`src/rtl/wb_master_seq.sv`:
```
// Single-outstanding Wishbone pipelined initiator: one local command becomes one
// bus transaction with stall handling, err/ack/rty termination, bounded retry and timeout.
module wb_master_seq #(
  parameter int ADDR_W    = 8,
  parameter int TIMEOUT   = 255,
  parameter int MAX_RETRY = 3
) (
  input  logic              clk_i,
  input  logic              rst_i,
  // Command handshake: a command transfers on a cycle where cmd_valid_i & cmd_ready_o;
  // cmd_ready_o is only high while idle. rsp_valid_o is a single-cycle pulse with no ready.
  input  logic              cmd_valid_i,
  output logic              cmd_ready_o,
  input  logic              cmd_we_i,
  input  logic [ADDR_W-1:2] cmd_adr_i,
  input  logic [3:0]        cmd_sel_i,
  input  logic [31:0]       cmd_dat_i,
  output logic              rsp_valid_o,
  output logic [31:0]       rsp_dat_o,
  output logic [1:0]        rsp_status_o,
  output logic              wb_cyc_o,
  output logic              wb_stb_o,
  output logic              wb_we_o,
  output logic [ADDR_W-1:2] wb_adr_o,
  output logic [3:0]        wb_sel_o,
  output logic [31:0]       wb_dat_o,
  input  logic              wb_ack_i,
  input  logic              wb_err_i,
  input  logic              wb_rty_i,
  input  logic              wb_stall_i,
  input  logic [31:0]       wb_dat_i,
  output logic [2:0]        dbg_state
);

  typedef enum logic [2:0] {
    S_IDLE    = 3'd0,
    S_REQ     = 3'd1,
    S_WAIT    = 3'd2,
    S_BACKOFF = 3'd3,
    S_RSP     = 3'd4
  } state_t;

  localparam logic [15:0] TIMEOUT_L   = 16'(TIMEOUT);
  localparam logic [3:0]  MAX_RETRY_L = 4'(MAX_RETRY);

  state_t              state, state_n;
  logic [3:0]          retry_cnt, retry_n;
  logic [15:0]         tmo_cnt, tmo_n;
  logic                cyc_n, stb_n, we_n, ready_n, rsp_valid_n;
  logic [ADDR_W-1:2]   adr_n;
  logic [3:0]          sel_n;
  logic [31:0]         dat_n, rsp_dat_n;
  logic [1:0]          status_n;
  logic                fin;
  logic [1:0]          fin_status;
  logic [31:0]         fin_dat;

  assign dbg_state = state;

  always_comb begin
    state_n     = state;
    retry_n     = retry_cnt;
    tmo_n       = tmo_cnt;
    cyc_n       = wb_cyc_o;
    stb_n       = wb_stb_o;
    we_n        = wb_we_o;
    adr_n       = wb_adr_o;
    sel_n       = wb_sel_o;
    dat_n       = wb_dat_o;
    ready_n     = cmd_ready_o;
    rsp_valid_n = 1'b0;
    rsp_dat_n   = rsp_dat_o;
    status_n    = rsp_status_o;
    fin         = 1'b0;
    fin_status  = 2'b00;
    fin_dat     = 32'd0;

    case (state)
      S_IDLE: begin
        ready_n = 1'b1;
        if (cmd_valid_i && cmd_ready_o) begin
          we_n    = cmd_we_i;
          adr_n   = cmd_adr_i;
          sel_n   = cmd_sel_i;
          dat_n   = cmd_dat_i;
          retry_n = 4'd0;
          tmo_n   = 16'd0;
          cyc_n   = 1'b1;
          stb_n   = 1'b1;
          ready_n = 1'b0;
          state_n = S_REQ;
        end
      end
      S_REQ, S_WAIT: begin
        tmo_n = tmo_cnt + 16'd1;
        // Termination in the timeout cycle takes precedence over the abort.
        if (wb_err_i) begin
          fin        = 1'b1;
          fin_status = 2'b01;
        end else if (wb_ack_i) begin
          fin        = 1'b1;
          fin_status = 2'b00;
          fin_dat    = wb_we_o ? 32'd0 : wb_dat_i;
        end else if (wb_rty_i) begin
          if (retry_cnt < MAX_RETRY_L) begin
            retry_n = retry_cnt + 4'd1;
            cyc_n   = 1'b0;
            stb_n   = 1'b0;
            state_n = S_BACKOFF;
          end else begin
            fin        = 1'b1;
            fin_status = 2'b11;
          end
        end else if (tmo_cnt == TIMEOUT_L) begin
          fin        = 1'b1;
          fin_status = 2'b10;
        end else if (state == S_REQ && !wb_stall_i) begin
          stb_n   = 1'b0;
          state_n = S_WAIT;
        end
        if (fin) begin
          cyc_n       = 1'b0;
          stb_n       = 1'b0;
          rsp_valid_n = 1'b1;
          rsp_dat_n   = fin_dat;
          status_n    = fin_status;
          state_n     = S_RSP;
        end
      end
      S_BACKOFF: begin
        cyc_n   = 1'b1;
        stb_n   = 1'b1;
        tmo_n   = 16'd0;
        state_n = S_REQ;
      end
      S_RSP: begin
        ready_n = 1'b1;
        state_n = S_IDLE;
      end
      default: begin
        cyc_n   = 1'b0;
        stb_n   = 1'b0;
        ready_n = 1'b1;
        state_n = S_IDLE;
      end
    endcase
  end

  always_ff @(posedge clk_i) begin
    if (rst_i) begin
      state        <= S_IDLE;
      retry_cnt    <= 4'd0;
      tmo_cnt      <= 16'd0;
      wb_cyc_o     <= 1'b0;
      wb_stb_o     <= 1'b0;
      wb_we_o      <= 1'b0;
      wb_adr_o     <= '0;
      wb_sel_o     <= 4'd0;
      wb_dat_o     <= 32'd0;
      cmd_ready_o  <= 1'b1;
      rsp_valid_o  <= 1'b0;
      rsp_dat_o    <= 32'd0;
      rsp_status_o <= 2'b00;
    end else begin
      state        <= state_n;
      retry_cnt    <= retry_n;
      tmo_cnt      <= tmo_n;
      wb_cyc_o     <= cyc_n;
      wb_stb_o     <= stb_n;
      wb_we_o      <= we_n;
      wb_adr_o     <= adr_n;
      wb_sel_o     <= sel_n;
      wb_dat_o     <= dat_n;
      cmd_ready_o  <= ready_n;
      rsp_valid_o  <= rsp_valid_n;
      rsp_dat_o    <= rsp_dat_n;
      rsp_status_o <= status_n;
    end
  end

endmodule

```
`config.mk`:
```
export PLATFORM = sky130hd
export DESIGN_NAME = wb_master_seq
export DESIGN_NICKNAME = d
export VERILOG_FILES = /design/src/rtl/wb_master_seq.sv
export SDC_FILE = /design/constraint.sdc
export NUM_CORES = 1
export LEC_CHECK = 0
export ABC_AREA = 0
export CORE_MARGIN = 2
export CORE_UTILIZATION = 47
export DETAILED_ROUTE_END_ITERATION = 7
export PLACE_DENSITY_LB_ADDON = 0.08
export SYNTH_ARGS = -nofsm -noshare
export SYNTH_HDL_FRONTEND = slang
export SYNTH_SLANG_ARGS = --single-unit
```
`constraint.sdc`:
```
create_clock -name clk_i -period 3.21 [get_ports clk_i]
set_input_delay 0.642 -clock clk_i [delete_from_list [all_inputs] [get_ports clk_i]]
set_output_delay 0.642 -clock clk_i [all_outputs]
set_load 0.01 [all_outputs]
```
==> results of run 1 <==
[through the flow]
step	setup WS [ps]	hold WS [ps]	area, µm²	utilization [%]
after CTS	752	459	6110	70.1
after global routing	597	479	6110	70.1
after floorplan	1210	452	4240	-
after detailed placement	378	446	5910	67.8
after global placement	510	442	5910	67.8
final	712	456	6110	70.1
[power breakdown]
group	switching (mW)	leakage, nW	internal, mW
clock	0.445	0.104	0.368
combinational	0.301	1.32	0.330
sequential	0.0545	0.846	1.37
total	0.800	2.27	2.07
[final timing paths]
kind                         to         start  cells after the start
hold reg to reg     wb_adr_o[3]   wb_adr_o[3]                      2
setup reg to reg  rsp_dat_o[22]  dbg_state[2]                      4
setup / recovery  rsp_dat_o[22]      wb_rty_i                      5
hold / removal      wb_adr_o[3]   wb_adr_o[3]                      2
[worst max-delay path, delay by kind of cell]
family	cells	cell delay, ps
AOI/OAI and AO/OA	1	940
buffers and inverters	1	590
muxes	1	310
and+or+nand+nor	2	270
[sequential cells by signal, summed over array words and instances (netlist names)]
signal,count
rsp_dat_o,32
wb_dat_o,32
tmo_cnt,16
wb_adr_o,6
retry_cnt,4
wb_sel_o,4
dbg_state,3
rsp_status_o,2
cmd_ready_o,1
rsp_valid_o,1
wb_cyc_o,1
wb_stb_o,1
wb_we_o,1
[per-layer routing]
layer / routed length [µm] / part of all wire (%)
met1: 4380 / 41
met2: 5250 / 49
met3: 952 / 8.8
met4: 204 / 1.9
met5: 0 / 0
[synth_stat cells, types with 4 or more instances]
cell,count
nand2_1,127
dfxtp_1,104
a21oi_1,58
nand2b_1,37
mux2i_1,33
clkbuf_1,23
nor2_1,11
o21ai_0,11
nand3_1,9
or4_1,9
xnor2_1,6
inv_1,5
nor3b_1,5
nor4_1,5
o31ai_1,5
buf_4,4
nand4_1,4
or3_1,4
[cell families (layout without fill, tap and decap cells)]
group / after synthesis / in the layout / synth area share [%]
muxes: 33 / 33 / 7.79
AOI/OAI and AO/OA: 83 / 83 / 10.9
xor gates and xnor gates: 8 / 8 / 1.65
adders and majority gates: 2 / 2 / 0.590
DFF: 104 / 104 / 49.1
and+or+nand+nor: 226 / 226 / 25.9
buffers and inverters: 37 / 191 / 4.04
[layout make-up]
class	instances	area [µm²]	share of cell area [%]
Clock buffer	9	124	2.03
Inverter	5	18.8	0.307
Sequential cell	104	2080	34.1
Timing Repair Buffer	170	1680	27.6
Clock inverter	7	75.1	1.23
Tap cell	108	135	2.21
Multi-Input combinational cell	352	1990	32.6
==> impl_metrics.env, run 1 <==
export IMPL_post_route_period_util_pct=77.8
export IMPL_fp_coreArea_um2=8720
export IMPL_die_x_um=99.0
export IMPL_synth_area_leaders="dfxtp_1, nand2_1, mux2i_1"
export IMPL_dp_hpwl_um=7690
export IMPL_critPathLaunchType="input pin"
export IMPL_cts_htree_levels=3
export IMPL_dpl_cell_count=739
export IMPL_power_density_nw_per_um2=470
export IMPL_synthesis_nets=577
export IMPL_cts_resized=0
export IMPL_finalHoldViolCount=0
export IMPL_fin_cells=755
export IMPL_final_cell_mix="clkdlybuf4s50_1, nand2_1, dfxtp_1"
export IMPL_timing_critical_path_slowest_cell_delay_ps=940
export IMPL_cts_tree="built"
export IMPL_insertion_delay_ps=350
export IMPL_crit_fanout=33
export IMPL_yosysTopAreaCell="dfxtp_1"
export IMPL_drtPass1Iterations=4
export IMPL_fp_dieH_um=99.0
export IMPL_final_setup_skew_ps=12.1
export IMPL_ioPinCount=166
export IMPL_syn_area_per_cell_um2=8.60
export IMPL_status="finished, final reports clean"
export IMPL_yosys_warnings=0
export IMPL_grt_pass1_wl_um=17600
export IMPL_top_usage_layer="met2"
export IMPL_path_cells="clkdlybuf4s50_1 -> nor4_1 -> nand4_1 -> a31o_2 -> mux2i_1"
export IMPL_place_congestion=0.869
export IMPL_fin_nets=726
export IMPL_syn_inst=493
export IMPL_relSlewSlack_pct=25.3
export IMPL_overflow=0
export IMPL_worst_pin_slew_ps=1120
export IMPL_use_met2_pct=36.9
export IMPL_finalWirelength_um=10800
export IMPL_port_buffers=165
export IMPL_synthDistinctLibCells=42
export IMPL_fin_setup_tns_ps=0
export IMPL_dieArea_um2=9790
export IMPL_cts_buffers_inserted=9
export IMPL_initialDrtViolationCount=272
export IMPL_synth_seq_cells=104
export IMPL_drive_above_1_share_pct=4.17
export IMPL_clk_path_buf_depth=2
export IMPL_final_common_cell="clkdlybuf4s50_1"
export IMPL_syn_area_um2=4240
export IMPL_start_util_pct=48.6
export IMPL_num_rows=34
export IMPL_crit_required_ps=3480
export IMPL_end_kind="register"
export IMPL_antenna_left=0
export IMPL_grt_antenna_before_repair=0
export IMPL_clock_tree_root_cell="clkbuf_8"
export IMPL_fin_crit_ps=2500
export IMPL_viasPerCell=5.23
export IMPL_hold_class="register to register"
export IMPL_clock_sinks=104
export IMPL_setup_violations_final=0
export IMPL_worstPathArrival_ps=2770
export IMPL_peakVddDrop_mv=0.290
export IMPL_yosysSeqAreaShare_pct=49.1
export IMPL_fillers=717
export IMPL_cts_setup_buffers=0
export IMPL_slowest_stage="a31o_2"
export IMPL_async_reset_ff_share_pct=0
export IMPL_reg2reg_setup_slack_ps=830
export IMPL_max_cap_violations=0
export IMPL_postCtsHoldBufs=0
export IMPL_grt_pass1_vias=3762
export IMPL_timing_fmax_mhz=400
export IMPL_wire_per_inst_um=14.3
export IMPL_rsz0062_at_grt="no"
export IMPL_grt_met3_usage_pct=7.16
export IMPL_drc_errors=0
export IMPL_diodes=0
export IMPL_synth_edf_count=0
export IMPL_area_delta_synth_final_pct=44.2
export IMPL_grt_use_total_pct=21.7
export IMPL_slew_violations=0
export IMPL_synth_top_area_share_pct=49.1
export IMPL_clkSlewWorstSetupHoldPaths_ps=100
export IMPL_ys_flop_type="dfxtp_1"
export IMPL_fin_total_pwr_mw=2.87
export IMPL_leakage_nw=2.27
export IMPL_vias=3946
export IMPL_met1_usage_pct=26.1
export IMPL_grt_max_degree=46
export IMPL_critPathKind="input pin to register"
Power figures use the tool's default switching activity.
==> run 2: changes to the inputs <==
--- a/config.mk
+++ b/config.mk
@@ -7,7 +7,7 @@
 export LEC_CHECK = 0
 export ABC_AREA = 0
 export CORE_MARGIN = 2
-export CORE_UTILIZATION = 47
+export CORE_UTILIZATION = 44
 export DETAILED_ROUTE_END_ITERATION = 7
 export PLACE_DENSITY_LB_ADDON = 0.08
 export SYNTH_ARGS = -nofsm -noshare
==> constraint.sdc (replaced) <==
create_clock -name clk_i -period 2.6 [get_ports clk_i]
set_input_delay 0.52 -clock clk_i [delete_from_list [all_inputs] [get_ports clk_i]]
set_output_delay 0.52 -clock clk_i [all_outputs]
set_load 0.01 [all_outputs]
==> impl_metrics.env, run 2 (synthesized netlist as in run 1, its figures left out) <==
export IMPL_max_cap_violations=0
export IMPL_clk_path_buf_depth=2
export IMPL_cts_tree="built"
export IMPL_end_kind="register"
export IMPL_diodes=0
export IMPL_clock_sinks=104
export IMPL_fillers=803
export IMPL_drive_above_1_share_pct=4.91
export IMPL_critPathKind="input pin to register"
export IMPL_power_density_nw_per_um2=581
export IMPL_relSlewSlack_pct=63.8
export IMPL_overflow=0
export IMPL_fin_crit_ps=2120
export IMPL_cts_buffers_inserted=9
export IMPL_p_sw_share_pct=27.4
export IMPL_cts_resized=0
export IMPL_crit_required_ps=2890
export IMPL_fin_nets=731
export IMPL_fp_dieH_um=102
export IMPL_grt_pass1_wl_um=17300
export IMPL_finalHoldViolCount=0
export IMPL_timing_fmax_mhz=471
export IMPL_final_common_cell="clkdlybuf4s50_1"
export IMPL_slew_violations=0
export IMPL_start_util_pct=45.6
export IMPL_critPathLaunchType="input pin"
export IMPL_r2r_cells=5
export IMPL_leakage_nw=2.30
export IMPL_final_cell_mix="clkdlybuf4s50_1, nand2_1, dfxtp_1"
export IMPL_p_int_mw=2.62
export IMPL_insertion_delay_ps=360
export IMPL_area_delta_synth_final_pct=46.6
export IMPL_postCtsHoldBufs=0
export IMPL_rsz0062_at_grt="no"
export IMPL_grt_use_total_pct=20.8
export IMPL_cts_setup_buffers=0
export IMPL_grt_max_degree=51
export IMPL_top_regs="rsp_dat_o: 32 flops, wb_dat_o: 32 flops, tmo_cnt: 16 flops"
export IMPL_drc_errors=0
export IMPL_worst_pin_slew_ps=539
export IMPL_combPwrFrac_pct=22.1
export IMPL_vias=3963
export IMPL_hold_depth=2
export IMPL_clkSlewWorstSetupHoldPaths_ps=100
export IMPL_place_congestion=0.757
export IMPL_fin_total_pwr_mw=3.61
export IMPL_clkPwrFrac_pct=29.1
export IMPL_setup_violations_final=0
export IMPL_wire_per_inst_um=13.9
export IMPL_initialDrtViolationCount=142
export IMPL_peakVddDrop_mv=0.324
export IMPL_dp_hpwl_um=7660
export IMPL_port_buffers=165
export IMPL_dieArea_um2=10400
export IMPL_fp_coreArea_um2=9280
export IMPL_num_rows=35
export IMPL_drtPass1Iterations=4
export IMPL_seqPwrFrac_pct=48.7
export IMPL_viasPerCell=5.07
export IMPL_crit_fanout=8
export IMPL_cts_htree_levels=3
export IMPL_final_setup_skew_ps=16.0
export IMPL_post_route_period_util_pct=81.6
export IMPL_p_sw_uw=988
export IMPL_fin_setup_tns_ps=0
export IMPL_status="finished, final reports clean"
export IMPL_hold_class="register to register"
export IMPL_worstPathArrival_ps=2410
export IMPL_ioPinCount=166
export IMPL_grt_antenna_before_repair=0
export IMPL_clock_tree_root_cell="clkbuf_8"
export IMPL_antenna_left=0
export IMPL_grt_pass1_vias=3897
export IMPL_die_x_um=102
export IMPL_finalWirelength_um=10800
==> run 2: cell count changes in the layout (fill, tap and decap cells not counted) <==
cell        previous run  this run
clkinvlp_4             0         1
clkbuf_8               9        11
clkinv_2               2         0
buf_12                 0         2
inv_6                  3         1
clkinv_4               1         2
buf_4                  5         8
==> run 2: final cells by class <==
| cell class | instances | area [µm²] | share of cell area (%) |
|---|---|---|---|
| tap | 129 | 161 | 2.60 |
| inverter | 5 | 18.8 | 0.302 |
| multi-input combinational | 352 | 1990 | 32.0 |
| timing repair buffer | 175 | 1750 | 28.1 |
| clock buffer | 11 | 151 | 2.44 |
| clock inverter | 5 | 63.8 | 1.03 |
| sequential | 104 | 2080 | 33.5 |
==> run 2: critical path: stages <==
cell and delay, ps:
clkdlybuf4s50_1 520, a211oi_2 100, or4_1 600, or4_1 510, a21oi_1 160
==> run 2: through the flow <==
stage	area (µm²)	hold WS, ps	cells	utilization, %	setup slack, ps
2_1_floorplan	4240	452	493	-	692
6_report	6210	456	781	66.9	478
4_1_cts	6210	460	781	66.9	490
5_1_grt	6210	482	781	66.9	381
3_5_place_dp	6000	446	765	64.6	108
3_3_place_gp	6000	441	765	64.6	159
==> run 2: worst paths after layout <==
kind            endpoint         from  slack, ps
max reg2reg  tmo_cnt[14]   tmo_cnt[0]        500
min reg2reg  wb_adr_o[7]  wb_adr_o[7]        460
max          tmo_cnt[15]  cmd_valid_i        480
min          wb_adr_o[7]  wb_adr_o[7]        460
==> run 2: per-layer routing <==
layer	global-route usage (%)	vias up	wire, µm
met2	35.7	131	5110
li1	-	1975	-
met3	7.87	15	964
met4	7.18	0	223
met5	0	-	0
met1	23.7	1842	4540
==> run 2: power by group through the flow <==
stage | sequential (mW) | clock [mW] | combinational [mW]
6_report | 1.76 | 1.05 | 0.800
5_1_grt | 1.77 | 1.14 | 0.873
4_1_cts | 1.76 | 1.09 | 0.810
3_5_place_dp | 1.80 | 0 | 0.805
3_3_place_gp | 1.79 | 0 | 0.797
2_1_floorplan | 1.83 | 0 | 0.366
